$ cat src/rtl/uart_pkg.sv
`default_nettype none
`timescale 1ns/1ps
// ============================================================================
//  Module      : uart_pkg
//  Description : Shared UART definitions: receiver state encoding and the
//                bit-timing expressions shared by receiver and transmitter.
//  Revision    : 1.0 - initial release
// ============================================================================
package uart_pkg;

    // Receiver frame-tracking states
    typedef enum logic [1:0] {
        IDLE  = 2'd0,
        START = 2'd1,
        DATA  = 2'd2,
        STOP  = 2'd3
    } uart_state_t;

    localparam int DATA_BITS = 8;

    // Clock cycles per serial symbol (integer division)
    function automatic int symbol_edge_time(input int clock_freq, input int baud_rate);
        return clock_freq / baud_rate;
    endfunction

    // Offset from a falling edge to the middle of the start bit
    function automatic int sample_time(input int symbol_cycles);
        return symbol_cycles / 2;
    endfunction

endpackage
`default_nettype wire

$ cat src/rtl/synchronizer.sv
`default_nettype none
`timescale 1ns/1ps
// ============================================================================
//  Module      : synchronizer
//  Description : Two-flop metastability synchronizer. Flops reset to all-ones
//                so an idle-high serial line does not look like a start bit
//                while the chain refills after reset.
//  Revision    : 1.0 - initial release
// ============================================================================
module synchronizer
    import uart_pkg::*;
#(
    parameter int WIDTH = 1
) (
    input  logic             clk,
    input  logic             rst,
    input  logic [WIDTH-1:0] i_data,
    output logic [WIDTH-1:0] o_data
);

    logic [WIDTH-1:0] r_meta;
    logic [WIDTH-1:0] r_sync;

    // Two-stage capture of the asynchronous input
    always_ff @(posedge clk or negedge rst) begin
        if (!rst) begin
            r_meta <= '1;
            r_sync <= '1;
        end else begin
            r_meta <= i_data;
            r_sync <= r_meta;
        end
    end

    assign o_data = r_sync;

endmodule
`default_nettype wire

$ cat src/rtl/uart_receiver.sv
`default_nettype none
`timescale 1ns/1ps
// ============================================================================
//  Module      : uart_receiver
//  Description : 8N1 UART receiver with a single-entry valid/ready output
//                register and a sticky overrun flag. Bits are sampled at the
//                middle of each symbol, timed from the start-bit falling edge.
//                Optional build macro UART_RX_SYNC_EN inserts a 2-flop input
//                synchronizer (2 extra cycles of detection latency).
//  Revision    : 1.0 - initial release
// ============================================================================
module uart_receiver
    import uart_pkg::*;
#(
    parameter int CLOCK_FREQ = 50_000_000,
    parameter int BAUD_RATE  = 115_200
) (
    input  logic       clk,
    input  logic       rst,
    input  logic       serial_in,
    output logic [7:0] data_out,
    output logic       data_out_valid,
    input  logic       data_out_ready,
    output logic       overrun
);

    localparam int SYMBOL_EDGE_TIME = symbol_edge_time(CLOCK_FREQ, BAUD_RATE);
    localparam int SAMPLE_TIME      = sample_time(SYMBOL_EDGE_TIME);
    localparam int CNT_W            = (SYMBOL_EDGE_TIME > 1) ? $clog2(SYMBOL_EDGE_TIME) : 1;

    localparam logic [CNT_W-1:0] c_symbol_last = CNT_W'(SYMBOL_EDGE_TIME - 1);
    localparam logic [CNT_W-1:0] c_sample_last = CNT_W'(SAMPLE_TIME - 1);
    localparam logic [CNT_W-1:0] c_cnt_one     = CNT_W'(1);

    // ------------------------------------------------------------------
    // Line conditioning
    // ------------------------------------------------------------------
    logic w_line;

`ifdef UART_RX_SYNC_EN
    synchronizer #(
        .WIDTH (1)
    ) u_sync (
        .clk    (clk),
        .rst    (rst),
        .i_data (serial_in),
        .o_data (w_line)
    );
`else
    assign w_line = serial_in;
`endif

    // ------------------------------------------------------------------
    // Frame state machine
    // ------------------------------------------------------------------
    uart_state_t            r_state;
    uart_state_t            w_state_nxt;
    logic [CNT_W-1:0]       r_cnt;
    logic [CNT_W-1:0]       w_cnt_nxt;
    logic [2:0]             r_bit_idx;
    logic [2:0]             w_bit_idx_nxt;
    logic [DATA_BITS-1:0]   r_shift;
    logic [DATA_BITS-1:0]   w_shift_nxt;
    logic                   w_frame_done;

    // State, counter and shift-register storage
    always_ff @(posedge clk or negedge rst) begin
        if (!rst) begin
            r_state   <= IDLE;
            r_cnt     <= '0;
            r_bit_idx <= '0;
            r_shift   <= '0;
        end else begin
            r_state   <= w_state_nxt;
            r_cnt     <= w_cnt_nxt;
            r_bit_idx <= w_bit_idx_nxt;
            r_shift   <= w_shift_nxt;
        end
    end

    // Next-state logic: mid-start check, mid-bit sampling, mid-stop check
    always_comb begin
        w_state_nxt   = r_state;
        w_cnt_nxt     = r_cnt;
        w_bit_idx_nxt = r_bit_idx;
        w_shift_nxt   = r_shift;
        w_frame_done  = 1'b0;

        case (r_state)
            IDLE: begin
                if (!w_line) begin
                    w_state_nxt = START;
                    w_cnt_nxt   = '0;
                end
            end

            START: begin
                if (r_cnt == c_sample_last) begin
                    // Line back high by mid-start means it was only a glitch
                    w_state_nxt   = w_line ? IDLE : DATA;
                    w_cnt_nxt     = '0;
                    w_bit_idx_nxt = '0;
                end else begin
                    w_cnt_nxt = r_cnt + c_cnt_one;
                end
            end

            DATA: begin
                if (r_cnt == c_symbol_last) begin
                    w_cnt_nxt     = '0;
                    w_shift_nxt   = {w_line, r_shift[DATA_BITS-1:1]};
                    w_bit_idx_nxt = r_bit_idx + 3'd1;
                    if (r_bit_idx == 3'd7) begin
                        w_state_nxt = STOP;
                    end
                end else begin
                    w_cnt_nxt = r_cnt + c_cnt_one;
                end
            end

            STOP: begin
                if (r_cnt == c_symbol_last) begin
                    // A low stop bit is a framing error: byte is discarded
                    w_frame_done = w_line;
                    w_state_nxt  = IDLE;
                    w_cnt_nxt    = '0;
                end else begin
                    w_cnt_nxt = r_cnt + c_cnt_one;
                end
            end

            default: begin
                w_state_nxt = IDLE;
                w_cnt_nxt   = '0;
            end
        endcase
    end

    // ------------------------------------------------------------------
    // Output holding register and overrun flag
    // ------------------------------------------------------------------
    logic [DATA_BITS-1:0] r_data;
    logic                 r_valid;
    logic                 r_overrun;
    logic                 w_xfer;

    assign w_xfer = r_valid && data_out_ready;

    // Load on completion if empty or draining this cycle; otherwise drop and flag
    always_ff @(posedge clk or negedge rst) begin
        if (!rst) begin
            r_data    <= '0;
            r_valid   <= 1'b0;
            r_overrun <= 1'b0;
        end else begin
            if (w_frame_done && (!r_valid || w_xfer)) begin
                r_data  <= r_shift;
                r_valid <= 1'b1;
            end else begin
                if (w_xfer) begin
                    r_valid <= 1'b0;
                end
                if (w_frame_done) begin
                    r_overrun <= 1'b1;
                end
            end
        end
    end

    assign data_out       = r_data;
    assign data_out_valid = r_valid;
    assign overrun        = r_overrun;

endmodule
`default_nettype wire

$ cat config.mk
export PLATFORM = sky130hd
export DESIGN_NAME = uart_receiver
export DESIGN_NICKNAME = d
export VERILOG_FILES = /design/src/rtl/uart_pkg.sv /design/src/rtl/synchronizer.sv /design/src/rtl/uart_receiver.sv
export SDC_FILE = /design/constraint.sdc
export NUM_CORES = 1
export LEC_CHECK = 0
export CAP_MARGIN = 5
export CORE_MARGIN = 5
export CORE_UTILIZATION = 55
export CTS_BUF_LIST = sky130_fd_sc_hd__clkbuf_8
export DETAILED_ROUTE_END_ITERATION = 7
export PLACE_DENSITY = 0.73
export SLEW_MARGIN = 25
export SYNTH_ARGS = -nofsm -noshare
export SYNTH_HDL_FRONTEND = slang
export SYNTH_SLANG_ARGS = --single-unit
$ cat constraint.sdc
create_clock -name clk -period 2.1 [get_ports clk]
set_clock_uncertainty 0.2 [all_clocks]
set_input_delay 0.42 -clock clk [delete_from_list [all_inputs] [get_ports clk]]
set_output_delay 0.42 -clock clk [all_outputs]
set_load 0.01 [all_outputs]
==> results.py <==
metrics = {
    "outcome": {
        "outcome": "completed",
    },
    "finish": {
        "antenna_cells": 0,
        "multi_input_area_um2": 785,
        "seqCellArea_um2": 801,
        "drive_gt1_share_pct": 24.1,
        "nets": 178,
        "final-instance-count-excl-fill": 201,
        "synthToLayoutAreaGrowth_pct": 18.7,
        "fillCellCount": 205,
    },
    "cts": {
        "clockBufferDepth": 2,
        "cts_hold_buf": 0,
        "cts-root-buf": "clkbuf_8",
        "htreeDepth": 2,
        "post_cts_resized": 0,
        "cts_inserted_buffers": 5,
        "clock_latency_ns": 0.28,
        "cts.sinks": 32,
        "postCtsSetupBuffers": 0,
        "cts_tree": "yes",
        "cts.clk_slew.worst_paths_ns": 0.07,
    },
    "pwr": {
        "switching_share_pct": 19.8,
        "clock_power_share_pct": 46.7,
        "comb_power_share_pct": 2.4,
        "intPower_mw": 0.975,
        "power_leakage_nw": 0.932,
        "ir_drop_mv": 0.499,
        "switchingPower_mw": 0.240,
        "power_frac_seq_pct": 50.9,
        "finalPower_mw": 1.21,
        "p_per_area_mw_per_mm2": 625,
    },
    "grt": {
        "grt_use_total_pct": 17.9,
        "antenna_found_initial": 0,
        "busiest_layer": "met2",
        "use_met2_pct": 26.7,
        "grt_pass1_wl_um": 5660,
        "grtUsageMet1_pct": 23.5,
        "grt_pass1_vias": 1176,
        "grt_overflow": 0,
        "met3_usage_pct": 6.56,
        "grt_max_degree": 33,
    },
    "synth": {
        "seq_area_frac_synth_pct": 48.9,
        "syn_nets": 157,
        "ys_ff_latch": 32,
        "postSynthCellCount": 148,
        "syn_avg_cell_area_um2": 11.1,
        "synthFlopType": "dfrtp_1",
        "synthesis.area_mm2": 0.00164,
        "yosys_warnings": 0,
        "synthArstFlopShare_pct": 100,
        "synth_edf_count": 0,
        "synth_cell_types": 39,
    },
    "drt": {
        "drc": 0,
        "drtAntennaViolNets": 0,
        "wl_per_cell_um": 15.9,
        "num_vias": 1167,
        "first_iter_violations": 84,
        "vias_per_cell": 5.81,
        "drt-pass1-iter-count": 4,
        "routed_wl_um": 3200,
    },
    "die": {
        "initial_utilization_pct": 58.4,
        "fp.dieW_um": 64.6,
        "dieArea_mm2": 0.00417,
        "io_pins": 14,
        "rows": 19,
        "core_mm2": 0.00281,
        "die_y_um": 64.6,
    },
    "sta": {
        "relSlewSlack_pct": 73.7,
        "achievable-frequency_ghz": 0.501,
        "finalCritPeriodShare_pct": 95.1,
        "rsz0062_at_grt": "no",
        "min_period_ns": 2.00,
        "slew_violations": 0,
        "setup-violations-final": 0,
        "final_hold_viol_count": 0,
        "fin_setup_tns_ns": 0,
        "max_slew.worst_pin.slew_ns": 0.392,
    },
    "setup_path": {
        "crit_fanout": 8,
        "cp.arrival_ns": 1.96,
        "required_ns": 2.07,
        "cp-start-kind": "flip-flop",
        "crit_type": "reg -> reg",
        "end_kind": "flip-flop",
    },
    "hold_path": {
        "hp-class": "reg -> reg",
    },
    "flow_run": {
        "drv_cap": 0,
    },
    "placement": {
        "gp_congestion": 0.876,
        "io_buffer_count": 13,
        "dp_cells": 193,
        "dp_hpwl_um": 2250,
    },
}
power by group through the flow:
stage	clock network (mW)	logic (mW)	registers, mW
floorplan	0	0.00705	0.629
global placement	0	0.0301	0.629
detailed placement	0	0.0308	0.629
CTS	0.588	0.0309	0.618
global route	0.619	0.0344	0.617
finish	0.567	0.0297	0.618
sequential cells by signal, summed over array words and instances (netlist names), named ones only:
| register | count |
|---|---|
| data_out_valid | 1 |
| overrun | 1 |
| r_cnt | 9 |
| r_state | 1 |
| r_shift | 8 |
| r_bit_idx | 3 |
| data_out | 8 |
cell usage in the layout, fill, tap and decap left out, drive strengths merged, types with 2 or more instances in the layout:
master	count
nor3	4
clkdlybuf4s50	13
inv	7
nor2b	2
ha	5
nand2b	4
o22ai	5
o21a	3
clkbuf	5
nor4	3
a21oi	4
o21ai	7
nand2	20
nor2	6
buf	8
dfrtp	32
nand3	3
mux2	17
nand4	4
logic make-up (layout without fill, tap and decap cells):
group           Yosys count  count (layout)  share of synthesized area [%]
xor+xnor                  2               2                           1.07
mux                      17              17                           11.7
compound gates           27              27                           11.1
fa+ha+maj                 5               5                           3.82
simple gates             52              52                           20.1
flops                    32              32                           48.9
buf+inv                  13              35                           3.36
metal layers:
metal / vias to the layer above / share of wire, %
li1: 570 / -
met2: 33 / 49
met5: - / 0
met4: 0 / 1.5
met3: 7 / 5.6
met1: 557 / 44
path summary, 6_finish.rpt:
check	from	endpoint	slack, ns	cells past startpoint
max	r_cnt[1]$_DFFE_PN0P_	data_out[0]$_DFFE_PN0P_	0.10	6
min	overrun$_DFFE_PN0P_	overrun$_DFFE_PN0P_	0.27	1
max reg2reg	r_cnt[1]$_DFFE_PN0P_	data_out[0]$_DFFE_PN0P_	0.10	6
min reg2reg	overrun$_DFFE_PN0P_	overrun$_DFFE_PN0P_	0.27	1
max in group asynchronous	rst	r_cnt[2]$_DFFE_PN0P_	1.09	2
min in group asynchronous	rst	async pin	0.33	2
Yosys cell counts (2+ instances only):
master	number	share of area, %
nor3_1	3	0.92
a21oi_1	4	1.2
o22ai_1	5	1.9
nand2b_1	4	1.5
buf_2	4	1.2
nand4_1	4	1.5
nand3_1	3	0.92
nor2b_1	2	0.76
nand2_1	20	4.6
ha_1	5	3.8
o21a_1	3	1.4
nor4_1	2	0.76
mux2_2	17	12
dfrtp_1	32	49
nor2_1	5	1.1
inv_1	6	1.4
o21ai_0	7	2.1
metrics by stage:
stage	hold slack, ns	util, %	cell area [µm²]	worst slack, ns
after global placement	0.269	65.4	1830	-0.00633
after detailed placement	0.266	65.4	1830	-0.0524
after floorplan	-0.0756	-	1640	0.232
after global routing	0.316	69.3	1940	0.00972
final	0.274	69.3	1940	0.103
after CTS	0.281	69.2	1940	0.0738
critical path, stage by stage (launching register included):
cell	delay, ns
dfrtp_1	0.41
inv_1	0.09
ha_2	0.21
nand4b_4	0.12
or2_4	0.29
nor2_8	0.19
mux2_2	0.37
layout make-up:
class	instances	share of cell area (%)
clock buffer	5	3.54
clock inverter	3	1.99
inverter	6	1.16
multi-input combinational	103	40.3
sequential	32	41.2
tap	31	1.99
timing repair buffer	21	9.78
No activity file was read; power rests on OpenSTA's default activity.
==> variant, RTL diff (same settings) <==
Register the output `overrun` once more, without a reset; this adds one clock of latency there. The other outputs are not delayed to match.
--- a/src/rtl/uart_receiver.sv
+++ b/src/rtl/uart_receiver.sv
@@ -169,7 +169,9 @@
 
     assign data_out       = r_data;
     assign data_out_valid = r_valid;
-    assign overrun        = r_overrun;
+    always_ff @(posedge clk) begin
+        overrun <= r_overrun;
+    end
 
 endmodule
 `default_nettype wire
Behaviour: no difference found for any inputs over 10 cycles, from zero or initial values and one cycle with rst low; that may be too few to reach the edited logic, so the function may still have changed.
==> variant against the original RTL <==
Area after synthesis grew 1.2%. Worst setup slack lost 0.0060 ns. Critical path type unchanged. Sequential cell count increased by 1. Total power fell by 7.2%. Hold slack lost 0.094 ns. Routed wire length is 3.8% lower. Critical endpoint is now data_out[2]$_DFFE_PN0P_. Final area decreased by 0.19%.
==> variant: results <==
INSERT INTO impl_metrics (metric_group, metric, value, unit) VALUES
('final_layout', 'multi_input_comb_area', '787', 'sq um'),
('placement', 'placed_cell_area', '1850', 'sq um'),
('timing', 'max_slew.worst_pin.slew', '0.410', 'ns'),
('placement', 'globalplace.congestion', '0.876', ''),
('power_and_ir_drop', 'leakage_power', '0.920', 'nW'),
('worst_hold_path', 'timing.hold.worst.start', 'r_overrun$_DFFE_PN0P_', ''),
('logic_synthesis', 'yosys.area_share.xor_xnor', '1.06', '%'),
('status', 'status', 'completed', ''),
('final_layout', 'filler_cell_count', '244', ''),
('placement', 'dp.cells', '195', ''),
('detailed_routing', 'num_vias', '1178', ''),
('final_layout', 'non_clock_buffer_area_share', '9.41', '%'),
('logic_synthesis', 'synth_sequential_area_ratio', '49.5', '%'),
('placement', 'detailed_placement_wirelength_estimate', '2180', 'um'),
('timing', 'final.period_utilization', '95.4', '%'),
('grt', 'global_route_wire_length_before_repair', '5510', 'um'),
('grt', 'track_usage', '17.4', '%'),
('logic_synthesis', 'syn_nets', '158', ''),
('critical_path', 'r2r_end', 'data_out[2]$_DFFE_PN0P_', ''),
('final_layout', 'clock_area_share', '4.45', '%');
## variant: cell types whose count changed after synthesis
cell,unedited run,this run
dfxtp_1,0,1
## variant: how the worst max path moves through the flow
stage                                    to            startpoint
floorplan           data_out[0]$_DFFE_PN0P_  r_cnt[1]$_DFFE_PN0P_
global placement    data_out[4]$_DFFE_PN0P_        data_out_ready
detailed placement  data_out[5]$_DFFE_PN0P_        data_out_ready
CTS                 data_out[2]$_DFFE_PN0P_  r_cnt[1]$_DFFE_PN0P_
global route        data_out[2]$_DFFE_PN0P_  r_cnt[1]$_DFFE_PN0P_
finish              data_out[2]$_DFFE_PN0P_  r_cnt[1]$_DFFE_PN0P_
## variant: routing by layer
metal / global-route usage, % / routed length [um] / up-vias
met5: 0 / 0 / -
met4: 6.60 / 53 / 0
met3: 7.45 / 158 / 8
met2: 26.2 / 1460 / 28
met1: 22.2 / 1400 / 573
li1: - / - / 569
